File: config.mk
export PLATFORM = sky130hd
export DESIGN_NAME = unified_mem_arbiter
export DESIGN_NICKNAME = d
export VERILOG_FILES = /design/src/rtl/unified_mem_arbiter.sv
export SDC_FILE = /design/constraint.sdc
export NUM_CORES = 1
export LEC_CHECK = 0
export CORE_MARGIN = 2
export CORE_UTILIZATION = 42
export CTS_BUF_LIST = sky130_fd_sc_hd__clkbuf_16
export DETAILED_ROUTE_END_ITERATION = 12
export MAX_ROUTING_LAYER = met4
export PLACE_DENSITY = 0.84
export REMOVE_ABC_BUFFERS = 1
export SKIP_LAST_GASP = 1
export SLEW_MARGIN = 5
export SYNTH_ARGS = -nofsm -noshare
export SYNTH_HDL_FRONTEND = slang
export SYNTH_SLANG_ARGS = --single-unit
File: constraint.sdc
create_clock -name clk -period 2.45 [get_ports clk]
set_clock_uncertainty 0.2 [all_clocks]
set_input_delay 0.49 -clock clk [delete_from_list [all_inputs] [get_ports clk]]
set_output_delay 0.49 -clock clk [all_outputs]
set_load 0.03 [all_outputs]
File: src/rtl/unified_mem_arbiter.sv
// unified_mem_arbiter: shares one single-ported, fixed-latency memory between
// the fetch stage and the memory stage. One access is in flight at a time:
// IDLE (arbitrate, latch) -> ISSUE (command strobe) -> WAIT (MEM_LAT cycles)
// -> RESP (ready pulse) -> IDLE.
//
// Handshake: a requester raises req with stable addr/we/wdata and holds it
// until its ready pulses. ready is a one-cycle completion strobe, not
// backpressure. req still high in the cycle after ready is a new request.
//
// Optional feature: define ARB_ROUND_ROBIN_EN to alternate the winner on
// contention. Otherwise the data side wins contention, with a starvation
// guard that forces a fetch grant after STARVE_MAX consecutive losses.
//
// dbg_state exposes the FSM state; dbg_starve_cnt exposes the starvation
// counter (constant 0 in the round-robin build). STARVE_MAX must fit 8 bits.
module unified_mem_arbiter #(
  parameter int ADDR_W     = 32,
  parameter int DATA_W     = 32,
  parameter int MEM_LAT    = 2,
  parameter int STARVE_MAX = 4
) (
  input  logic              clk,
  input  logic              rst,
  input  logic              if_req,
  input  logic [ADDR_W-1:0] if_addr,
  output logic              if_ready,
  output logic [DATA_W-1:0] if_rdata,
  input  logic              dm_req,
  input  logic              dm_we,
  input  logic [ADDR_W-1:0] dm_addr,
  input  logic [DATA_W-1:0] dm_wdata,
  output logic              dm_ready,
  output logic [DATA_W-1:0] dm_rdata,
  output logic              mem_en,
  output logic              mem_we,
  output logic [ADDR_W-1:0] mem_addr,
  output logic [DATA_W-1:0] mem_wdata,
  input  logic [DATA_W-1:0] mem_rdata,
  output logic              stall_f,
  output logic              stall_m,
  output logic [1:0]        dbg_state,
  output logic [7:0]        dbg_starve_cnt
);

  localparam int CNT_W = (MEM_LAT < 2) ? 1 : $clog2(MEM_LAT + 1);

  typedef enum logic [1:0] {
    IDLE  = 2'd0,
    ISSUE = 2'd1,
    WAIT  = 2'd2,
    RESP  = 2'd3
  } state_t;

  state_t             state;
  state_t             state_nxt;
  logic               owner_dm;
  logic               lat_we;
  logic [ADDR_W-1:0]  lat_addr;
  logic [DATA_W-1:0]  lat_wdata;
  logic [CNT_W-1:0]   lat_cnt;
  logic               any_req;
  logic               grant_dm;

  assign any_req = if_req | dm_req;

`ifdef ARB_ROUND_ROBIN_EN
  // last_dm = 0 means fetch was granted last, so data wins the first contention
  logic last_dm;

  // Winner selection: alternate on contention, otherwise whoever asks
  assign grant_dm       = dm_req & (~if_req | ~last_dm);
  assign dbg_starve_cnt = 8'd0;

  // Remember the side granted at each IDLE decision
  always_ff @(posedge clk or negedge rst) begin
    if (!rst) begin
      last_dm <= 1'b0;
    end else if (state == IDLE && any_req) begin
      last_dm <= grant_dm;
    end
  end
`else
  localparam int SW = (STARVE_MAX < 2) ? 1 : $clog2(STARVE_MAX + 1);
  logic [SW-1:0] starve_cnt;
  logic          starved;

  // Winner selection: data priority unless fetch has lost STARVE_MAX times
  assign starved        = (starve_cnt == SW'(STARVE_MAX));
  assign grant_dm       = dm_req & ~(if_req & starved);
  assign dbg_starve_cnt = 8'(starve_cnt);

  // Count fetch losses at IDLE decisions; clear on any fetch grant
  always_ff @(posedge clk or negedge rst) begin
    if (!rst) begin
      starve_cnt <= '0;
    end else if (state == IDLE && any_req) begin
      if (!grant_dm) begin
        starve_cnt <= '0;
      end else if (if_req && !starved) begin
        starve_cnt <= starve_cnt + SW'(1);
      end
    end
  end
`endif

  // FSM state register
  always_ff @(posedge clk or negedge rst) begin
    if (!rst) begin
      state <= IDLE;
    end else begin
      state <= state_nxt;
    end
  end

  // FSM next-state: one access per MEM_LAT+3 cycles, no back-to-back issue
  always_comb begin
    state_nxt = state;
    case (state)
      IDLE:    if (any_req) state_nxt = ISSUE;
      ISSUE:   state_nxt = WAIT;
      WAIT:    if (lat_cnt == CNT_W'(1)) state_nxt = RESP;
      RESP:    state_nxt = IDLE;
      default: state_nxt = IDLE;
    endcase
  end

  // Request latch, latency counter and per-requester read-data capture
  always_ff @(posedge clk or negedge rst) begin
    if (!rst) begin
      owner_dm  <= 1'b0;
      lat_we    <= 1'b0;
      lat_addr  <= '0;
      lat_wdata <= '0;
      lat_cnt   <= '0;
      if_rdata  <= '0;
      dm_rdata  <= '0;
    end else begin
      case (state)
        IDLE: begin
          if (any_req) begin
            owner_dm  <= grant_dm;
            lat_we    <= grant_dm & dm_we;
            lat_addr  <= grant_dm ? dm_addr : if_addr;
            lat_wdata <= grant_dm ? dm_wdata : '0;
          end
        end
        ISSUE: lat_cnt <= CNT_W'(MEM_LAT);
        WAIT: begin
          lat_cnt <= lat_cnt - CNT_W'(1);
          // The last WAIT cycle is issue+MEM_LAT: memory data is valid now
          if (lat_cnt == CNT_W'(1)) begin
            if (owner_dm) dm_rdata <= mem_rdata;
            else          if_rdata <= mem_rdata;
          end
        end
        default: ;
      endcase
    end
  end

  // Command bus is zero whenever no command is being strobed
  always_comb begin
    mem_en    = (state == ISSUE);
    mem_we    = mem_en & lat_we;
    mem_addr  = mem_en ? lat_addr  : '0;
    mem_wdata = mem_en ? lat_wdata : '0;
  end

  // Ready pulses and hazard stalls; stalls are forced low while in reset
  always_comb begin
    if_ready  = (state == RESP) & ~owner_dm;
    dm_ready  = (state == RESP) &  owner_dm;
    stall_f   = rst & if_req & ~if_ready;
    stall_m   = rst & dm_req & ~dm_ready;
    dbg_state = state;
  end

endmodule

==> metrics.txt, run 1 <==
# TYPE chip_impl_metric gauge
chip_impl_metric{name="pre_antenna_drt_iters",unit=""} 5
chip_impl_info{name="timing.setup.critical_path_class",value="reg2out"} 1
chip_impl_metric{name="global_route.overflow_total",unit=""} 0
chip_impl_metric{name="max_slew_margin",unit=""} 0.4194
chip_impl_metric{name="layout_cells_sized_above_1",unit=""} 0.1993
chip_impl_metric{name="post-route-util",unit=""} 0.6688
chip_impl_metric{name="final_hpwl_dp",unit="mm"} 12.82
chip_impl_metric{name="path_buf_inv",unit=""} 2
chip_impl_metric{name="ys.warnings.count",unit=""} 0
chip_impl_metric{name="dieHeight",unit="um"} 126.2
chip_impl_info{name="yosysTopAreaCell",value="sky130_fd_sc_hd__dfrtp_1"} 1
chip_impl_metric{name="power.share.switching",unit=""} 0.4026
chip_impl_info{name="crit_chain",value="ha_1, and2_1, nor2_4, buf_4, buf_12"} 1
chip_impl_metric{name="ys_types",unit=""} 30
chip_impl_metric{name="maxSlewViolCount",unit=""} 0
chip_impl_metric{name="synth.avg_cell_area",unit="um2"} 11.99
chip_impl_metric{name="power.share.combinational",unit=""} 0.495
chip_impl_metric{name="grt_pass1_vias",unit=""} 5364
chip_impl_metric{name="die_width",unit="um"} 126.2
chip_impl_metric{name="finalPower",unit="mW"} 12.98
chip_impl_metric{name="finalWorstPathRequiredPeriod",unit="ns"} 2.393
chip_impl_info{name="rr_endpoint",value="starve_cnt[2]"} 1
chip_impl_metric{name="grt_start_max_net_pins",unit=""} 70
chip_impl_metric{name="maximum_cell_stage_delay_along_the_critical_path",unit="ns"} 0.44
chip_impl_info{name="tritoncts",value="built"} 1
chip_impl_metric{name="floorplan.io_pins",unit=""} 277
chip_impl_metric{name="clk_pin_slew",unit="ns"} 0.06
chip_impl_metric{name="vias_per_cell",unit=""} 5.249
chip_impl_info{name="netlist_top_cells_area",value="sky130_fd_sc_hd__dfrtp_1 (55%), sky130_fd_sc_hd__mux2_1 (12%), sky130_fd_sc_hd__and2_1 (6.7%)"} 1
chip_impl_metric{name="regToRegSetupSlack",unit="ns"} 0.41
chip_impl_metric{name="cts-root-to-sink-buffers",unit=""} 2
chip_impl_info{name="outcome",value="completed"} 1
chip_impl_metric{name="port-buffer-count",unit=""} 271
chip_impl_info{name="most_common_cell_after_layout_fill_and_taps_aside",value="sky130_fd_sc_hd__clkdlybuf4s50_1"} 1
chip_impl_info{name="critical_register_to_register_path_startpoint",value="dbg_state[1]"} 1
chip_impl_metric{name="power_per_cell_area",unit="mW/mm2"} 1336
chip_impl_metric{name="final-instance-count-excl-fill",unit=""} 987
chip_impl_metric{name="nFillCells",unit=""} 1048
chip_impl_metric{name="grt_use_total",unit=""} 0.2305
chip_impl_metric{name="total_drc_errors_in_the_routed_layout",unit=""} 0
chip_impl_metric{name="ys_seq_area_frac",unit=""} 0.5469
chip_impl_metric{name="vdd.ir_drop.worst",unit="mV"} 0.5353
chip_impl_metric{name="antenna_violations_before_repair",unit=""} 0
chip_impl_metric{name="place_congestion",unit=""} 0.8430
chip_impl_metric{name="h_tree_lvl_count",unit=""} 4
chip_impl_metric{name="grt_pass1_wl",unit="mm"} 28.19
chip_impl_info{name="critical_path_s_slowest_cell",value="sky130_fd_sc_hd__dfrtp_2"} 1
chip_impl_metric{name="tritoncts.num_buffers",unit=""} 17
chip_impl_metric{name="drt_iter0_drc",unit=""} 270
chip_impl_metric{name="min_period_over_period",unit=""} 0.9767
chip_impl_metric{name="critPathRequiredTime",unit="ns"} 1.76
chip_impl_info{name="cp-start-kind",value="register"} 1
chip_impl_metric{name="clk_latency",unit="ns"} 0.41
chip_impl_metric{name="post_place_instance_area",unit="mm2"} 0.009050
chip_impl_metric{name="antenna_cells_inserted",unit=""} 0
chip_impl_metric{name="synth_top_area_frac",unit=""} 0.5469
chip_impl_info{name="timing.hold.worst.class",value="in2async"} 1
chip_impl_metric{name="worst-endpoint-arrival",unit="ns"} 1.70
chip_impl_metric{name="layout_area_growth_over_synthesis",unit="%"} 55.07
chip_impl_metric{name="dpl.cell_count",unit=""} 951
chip_impl_metric{name="max_cap_violations",unit=""} 0
chip_impl_metric{name="post_drt_wl_per_cell",unit="um"} 18.46
chip_impl_metric{name="max_freq",unit="MHz"} 417.9
chip_impl_info{name="cts.root.buffer_cell",value="sky130_fd_sc_hd__clkbuf_16"} 1
chip_impl_metric{name="ant_nets",unit=""} 0
chip_impl_metric{name="post_synthesis_cell_area",unit="mm2"} 0.006269
chip_impl_metric{name="standard_cell_row_count",unit=""} 44
chip_impl_info{name="grt_setup_unrepaired",value="true"} 1
chip_impl_metric{name="design_area",unit="mm2"} 0.009721
chip_impl_metric{name="initial_core_util",unit=""} 0.4313
chip_impl_metric{name="clock_sink_count",unit=""} 137
chip_impl_metric{name="wl",unit="mm"} 18.22
chip_impl_metric{name="internal_power",unit="mW"} 7.755
chip_impl_metric{name="worst_pin_slew",unit="ns"} 0.8708
chip_impl_metric{name="power.sequential.fraction",unit=""} 0.306
chip_impl_metric{name="crit_path_max_fanout",unit=""} 4
chip_impl_metric{name="synth_cells",unit=""} 523
chip_impl_metric{name="ys_ff_latch",unit=""} 137
chip_impl_info{name="critical_path.top_delay_family",value="flip-flops"} 1
chip_impl_metric{name="final_net_count",unit=""} 930
chip_impl_metric{name="reg2reg_depth",unit=""} 6
chip_impl_info{name="mostFrequentLayoutCells",value="sky130_fd_sc_hd__clkdlybuf4s50_1 (200), sky130_fd_sc_hd__dfrtp_1 (136), sky130_fd_sc_hd__buf_4 (76), sky130_fd_sc_hd__nand2_1 (69), sky130_fd_sc_hd__mux2_1 (65)"} 1
chip_impl_metric{name="total_of_endpoints_with_negative_setup_slack_in_the_final_report",unit=""} 0
chip_impl_info{name="worst_setup_path_end_kind",value="primary output"} 1
chip_impl_metric{name="route.vias.total",unit=""} 5181
chip_impl_metric{name="power.leakage",unit="nW"} 4.322
chip_impl_metric{name="timing_hold_violations_final",unit=""} 0
chip_impl_metric{name="design.core.area",unit="mm2"} 0.01453
chip_impl_metric{name="power.switching",unit="mW"} 5.227
chip_impl_metric{name="p_clk_frac",unit=""} 0.199
chip_impl_metric{name="die_area",unit="mm2"} 0.01592
[metal layers]
| layer | part of all wire | routed length, um | up-vias | track usage |
|---|---|---|---|---|
| met5 | 0 | 0 | - | - |
| met1 | 0.41 | 7528 | 2518 | 0.2925 |
| met4 | 0.024 | 432 | 0 | 0.08597 |
| met2 | 0.49 | 8890 | 269 | 0.3602 |
| met3 | 0.075 | 1367 | 32 | 0.05650 |
| li1 | - | - | 2362 | - |
[synth_stat cells (all sizes together)]
| cell | n |
|---|---|
| o211ai | 32 |
| o21ai | 8 |
| mux2 | 65 |
| o21a | 1 |
| nand3 | 4 |
| a21o | 1 |
| inv | 7 |
| nand3b | 1 |
| nor2 | 3 |
| a2bb2oi | 1 |
| o22a | 1 |
| clkbuf | 19 |
| a22o | 33 |
| conb | 1 |
| and3 | 1 |
| ha | 7 |
| nand4 | 34 |
| nand2 | 69 |
| and2 | 67 |
| nor3b | 1 |
| dfrtp | 137 |
| buf | 29 |
| nor2b | 1 |
[worst max path at each step]
| stage | from | to | cells past startpoint |
|---|---|---|---|
| 2_1_floorplan | dbg_state[0] | lat_wdata[0] | 4 |
| 3_3_place_gp | dm_req | stall_m | 5 |
| 3_5_place_dp | dm_req | stall_m | 5 |
| 4_1_cts | dbg_state[1] | mem_wdata[5] | 5 |
| 5_1_grt | dbg_state[1] | mem_wdata[5] | 5 |
| 6_report | dbg_state[0] | stall_m | 5 |
[state kept, by name, indices dropped and copies added, names as in the netlist]
signal      flops
lat_wdata      32
dm_rdata       32
owner_dm        1
dbg_state       2
starve_cnt      3
lat_addr       32
if_rdata       32
lat_cnt         2
lat_we          1
[kinds of logic after synthesis]
| kind of cell | synth area share |
|---|---|
| AO/OA/AOI/OAI | 0.1202 |
| adder cells (fa/ha/maj) | 0.01397 |
| buffers and inverters | 0.04810 |
| flip-flops | 0.5469 |
| multiplexers | 0.1168 |
| other | 0.0005982 |
| AND/OR/NAND/NOR | 0.1535 |
[layout make-up]
cell class              count  area (um2)  share of cell area
clock inverters            15       173.9             0.01789
repair buffers            292        2844              0.2926
well taps                 184       230.2             0.02368
clock buffers              17       425.4             0.04376
multi-input cells         335        2591              0.2666
flip-flops and latches    137        3430              0.3528
inverters                   7       26.28            0.002703
[through the flow]
| step | hold slack [ns] | TNS (ns) | worst slack [ns] |
|---|---|---|---|
| after floorplan | -0.005591 | -93.09 | -1.043 |
| after global placement | 0.1151 | -0.02845 | -0.02845 |
| after detailed placement | 0.1156 | 0 | 0.03788 |
| after CTS | 0.09263 | 0 | 0.002084 |
| after global routing | 0.1335 | -0.1126 | -0.02634 |
| final | 0.04515 | 0 | 0.05710 |
[what timing repair did]
item / in CTS / in global routing
cloned: 0 / 2
endpoints found under the hold margin: 8 / 0
setup buffers: 0 / 1
endpoints found under the setup margin: 5 / 67
resized for setup: 6 / 4
hold buffers: 1 / 0
[worst register-to-register path: stages, from the launching register on]
cell and delay [ns]:
sky130_fd_sc_hd__dfrtp_1 0.41, sky130_fd_sc_hd__inv_1 0.12, sky130_fd_sc_hd__ha_1 0.33, sky130_fd_sc_hd__buf_4 0.41, sky130_fd_sc_hd__nand2_1 0.18, sky130_fd_sc_hd__o21ai_1 0.17
sky130_fd_sc_hd__o21ai_0 0.09
[power groups by stage]
stage               registers (mW)  logic, mW  clock network, mW
detailed placement            3.98       6.33                  0
CTS                           3.98       6.35               2.64
floorplan                     4.99       2.52                  0
finish                        3.97       6.43               2.58
global route                  4.10       6.83               2.74
global placement              3.93       6.17                  0
(Power assumes the default switching activity.)
==> run 2: changes to the inputs <==
- RECOVER_POWER: not set -> 25
- SLEW_MARGIN: 5 -> not set
==> metrics.txt, run 2 (synthesis results as in run 1) <==
# TYPE chip_impl_metric gauge
chip_impl_info{name="crit_chain",value="ha_1, and2_1, nor2_4, buf_4, buf_12"} 1
chip_impl_metric{name="maxSlewViolCount",unit=""} 70
chip_impl_metric{name="crit_path_max_fanout",unit=""} 4
chip_impl_metric{name="cts-root-to-sink-buffers",unit=""} 2
chip_impl_metric{name="grt_pass1_wl",unit="mm"} 28.19
chip_impl_metric{name="regToRegSetupSlack",unit="ns"} 0.40
chip_impl_info{name="timing.hold.worst.class",value="reg2reg"} 1
chip_impl_info{name="outcome",value="finished, violations left"} 1
chip_impl_metric{name="design.core.area",unit="mm2"} 0.01453
chip_impl_info{name="critical_path_s_slowest_cell",value="sky130_fd_sc_hd__dfrtp_2"} 1
chip_impl_metric{name="drt_iter0_drc",unit=""} 272
chip_impl_metric{name="path_buf_inv",unit=""} 2
chip_impl_info{name="cp-start-kind",value="register"} 1
chip_impl_metric{name="dieHeight",unit="um"} 126.2
chip_impl_metric{name="timing_hold_violations_final",unit=""} 0
chip_impl_metric{name="max_cap_violations",unit=""} 1
chip_impl_metric{name="post_drt_wl_per_cell",unit="um"} 18.49
chip_impl_info{name="timing.setup.critical_path_class",value="reg2out"} 1
chip_impl_metric{name="total_drc_errors_in_the_routed_layout",unit=""} 0
chip_impl_metric{name="reg2reg_depth",unit=""} 6
chip_impl_metric{name="power_per_cell_area",unit="mW/mm2"} 1337
chip_impl_metric{name="vias_per_cell",unit=""} 5.249
chip_impl_metric{name="tritoncts.num_buffers",unit=""} 17
chip_impl_metric{name="critPathRequiredTime",unit="ns"} 1.76
chip_impl_info{name="failed_checks",value="max-capacitance violations, max-slew violations"} 1
chip_impl_metric{name="worst_hold_path.num_cells",unit=""} 2
chip_impl_metric{name="layout_area_growth_over_synthesis",unit="%"} 54.87
chip_impl_metric{name="max_freq",unit="MHz"} 418.2
chip_impl_info{name="hold_path.startpoint",value="lat_addr[24]"} 1
chip_impl_metric{name="pre_antenna_drt_iters",unit=""} 4
chip_impl_metric{name="total_of_endpoints_with_negative_setup_slack_in_the_final_report",unit=""} 0
chip_impl_metric{name="worst-endpoint-arrival",unit="ns"} 1.70
chip_impl_metric{name="floorplan.io_pins",unit=""} 277
chip_impl_info{name="tritoncts",value="built"} 1
chip_impl_metric{name="grt_use_total",unit=""} 0.2305
chip_impl_info{name="most_common_cell_after_layout_fill_and_taps_aside",value="sky130_fd_sc_hd__clkdlybuf4s50_1"} 1
chip_impl_metric{name="final_hpwl_dp",unit="mm"} 12.82
chip_impl_metric{name="power.leakage",unit="nW"} 4.316
chip_impl_metric{name="place_congestion",unit=""} 0.8430
chip_impl_metric{name="final_net_count",unit=""} 930
chip_impl_metric{name="max_slew_margin",unit=""} -0.01292
chip_impl_info{name="grt_setup_unrepaired",value="true"} 1
chip_impl_metric{name="ant_nets",unit=""} 0
chip_impl_metric{name="grt_start_max_net_pins",unit=""} 70
chip_impl_metric{name="h_tree_lvl_count",unit=""} 4
chip_impl_info{name="critical_path.top_delay_family",value="flip-flops"} 1
chip_impl_metric{name="global_route.overflow_total",unit=""} 0
chip_impl_info{name="rr_endpoint",value="starve_cnt[2]"} 1
chip_impl_metric{name="holdWs",unit="ns"} 0.2797
chip_impl_info{name="mostFrequentLayoutCells",value="sky130_fd_sc_hd__clkdlybuf4s50_1 (200), sky130_fd_sc_hd__dfrtp_1 (136), sky130_fd_sc_hd__buf_4 (74), sky130_fd_sc_hd__nand2_1 (69), sky130_fd_sc_hd__mux2_1 (65)"} 1
chip_impl_metric{name="finalWorstPathRequiredPeriod",unit="ns"} 2.391
chip_impl_metric{name="antenna_cells_inserted",unit=""} 0
chip_impl_metric{name="maximum_cell_stage_delay_along_the_critical_path",unit="ns"} 0.44
chip_impl_metric{name="nFillCells",unit=""} 1049
chip_impl_metric{name="port-buffer-count",unit=""} 271
chip_impl_info{name="hold-path-endpoint",value="lat_addr[24]"} 1
chip_impl_metric{name="clock_sink_count",unit=""} 137
chip_impl_metric{name="worst_pin_slew",unit="ns"} 1.519
chip_impl_info{name="worst_setup_path_end_kind",value="primary output"} 1
chip_impl_metric{name="die_width",unit="um"} 126.2
chip_impl_metric{name="min_period_over_period",unit=""} 0.9760
chip_impl_metric{name="grt_pass1_vias",unit=""} 5364
chip_impl_info{name="cts.root.buffer_cell",value="sky130_fd_sc_hd__clkbuf_16"} 1
chip_impl_metric{name="clk_pin_slew",unit="ns"} 0.06
chip_impl_metric{name="antenna_violations_before_repair",unit=""} 0
chip_impl_metric{name="die_area",unit="mm2"} 0.01592
chip_impl_info{name="critical_register_to_register_path_startpoint",value="dbg_state[1]"} 1
chip_impl_metric{name="clk_latency",unit="ns"} 0.41
chip_impl_metric{name="vdd.ir_drop.worst",unit="mV"} 0.5353
chip_impl_metric{name="initial_core_util",unit=""} 0.4313
chip_impl_metric{name="wl",unit="mm"} 18.25
chip_impl_metric{name="finalPower",unit="mW"} 12.98
chip_impl_metric{name="layout_cells_sized_above_1",unit=""} 0.1980
chip_impl_metric{name="standard_cell_row_count",unit=""} 44
chip_impl_metric{name="route.vias.total",unit=""} 5181
==> run 2: cell type report <==
cell class | count | area, um2 | share of cell area
well taps | 184 | 230.2 | 0.02371
inverters | 7 | 26.28 | 0.002707
multi-input cells | 335 | 2591 | 0.2669
flip-flops and latches | 137 | 3430 | 0.3533
clock buffers | 17 | 425.4 | 0.04382
repair buffers | 292 | 2831 | 0.2917
clock inverters | 15 | 173.9 | 0.01791
==> run 2: through the flow <==
step                      setup slack [ns]  instance area [um2]  TNS (ns)  instances    util
after detailed placement           0.03788                 9050         0        951  0.6227
final                              0.05890                 9708         0        987  0.6680
after global placement            -0.02845                 9050  -0.02845        951  0.6227
after CTS                         0.002084                 9669         0        984  0.6653
after floorplan                     -1.043                 6008    -93.09        479       -
after global routing              -0.02634                 9708   -0.1127        987  0.6680
==> run 2: layer usage <==
metal	vias to the layer above	routed length, um	part of all wire	track usage
met5	-	0	0	-
met4	0	437	0.024	0.08597
met3	32	1343	0.074	0.05650
met2	258	8931	0.49	0.3602
met1	2530	7533	0.41	0.2925
li1	2361	-	-	-
==> run 2: repair_timing <==
action,4_1_cts,5_1_grt
gates cloned,0,2
setup buffers,0,1
endpoints found under the hold margin,8,0
hold buffers,1,0
gates resized for setup,6,4
endpoints found under the setup margin,5,67
==> run 2: worst max-delay path by stage <==
stage / start / end / slack [ns] / depth (start not counted)
2_1_floorplan: dbg_state[0] / lat_wdata[0] / -1.04 / 4
3_3_place_gp: dm_req / stall_m / -0.03 / 5
3_5_place_dp: dm_req / stall_m / 0.04 / 5
4_1_cts: dbg_state[1] / mem_wdata[5] / 0.002 / 5
5_1_grt: dbg_state[1] / mem_wdata[5] / -0.03 / 5
6_report: dbg_state[0] / stall_m / 0.06 / 5
==> run 2: worst reg2reg max path: cells and delay by family, from the launching register on <==
kind,cells,cell delay (ns)
simple gates,1,0.18
flops,1,0.41
buf+inv,2,0.53
compound gates,2,0.26
fa+ha+maj,1,0.33
==> run 2: power breakdown <==
| group | switching (mW) | internal [mW] | leakage (nW) |
|---|---|---|---|
| logic | 3.63 | 2.79 | 2.37 |
| registers | 0.614 | 3.36 | 1.66 |
| clock network | 0.978 | 1.60 | 0.290 |
| total | 5.22 | 7.75 | 4.32 |
==> run 3: changes to the inputs <==
- CTS_CLUSTER_DIAMETER: not set -> 100
==> results of run 3 <==
Same layout as run 2: the final DEF is identical, and so are final timing and power.
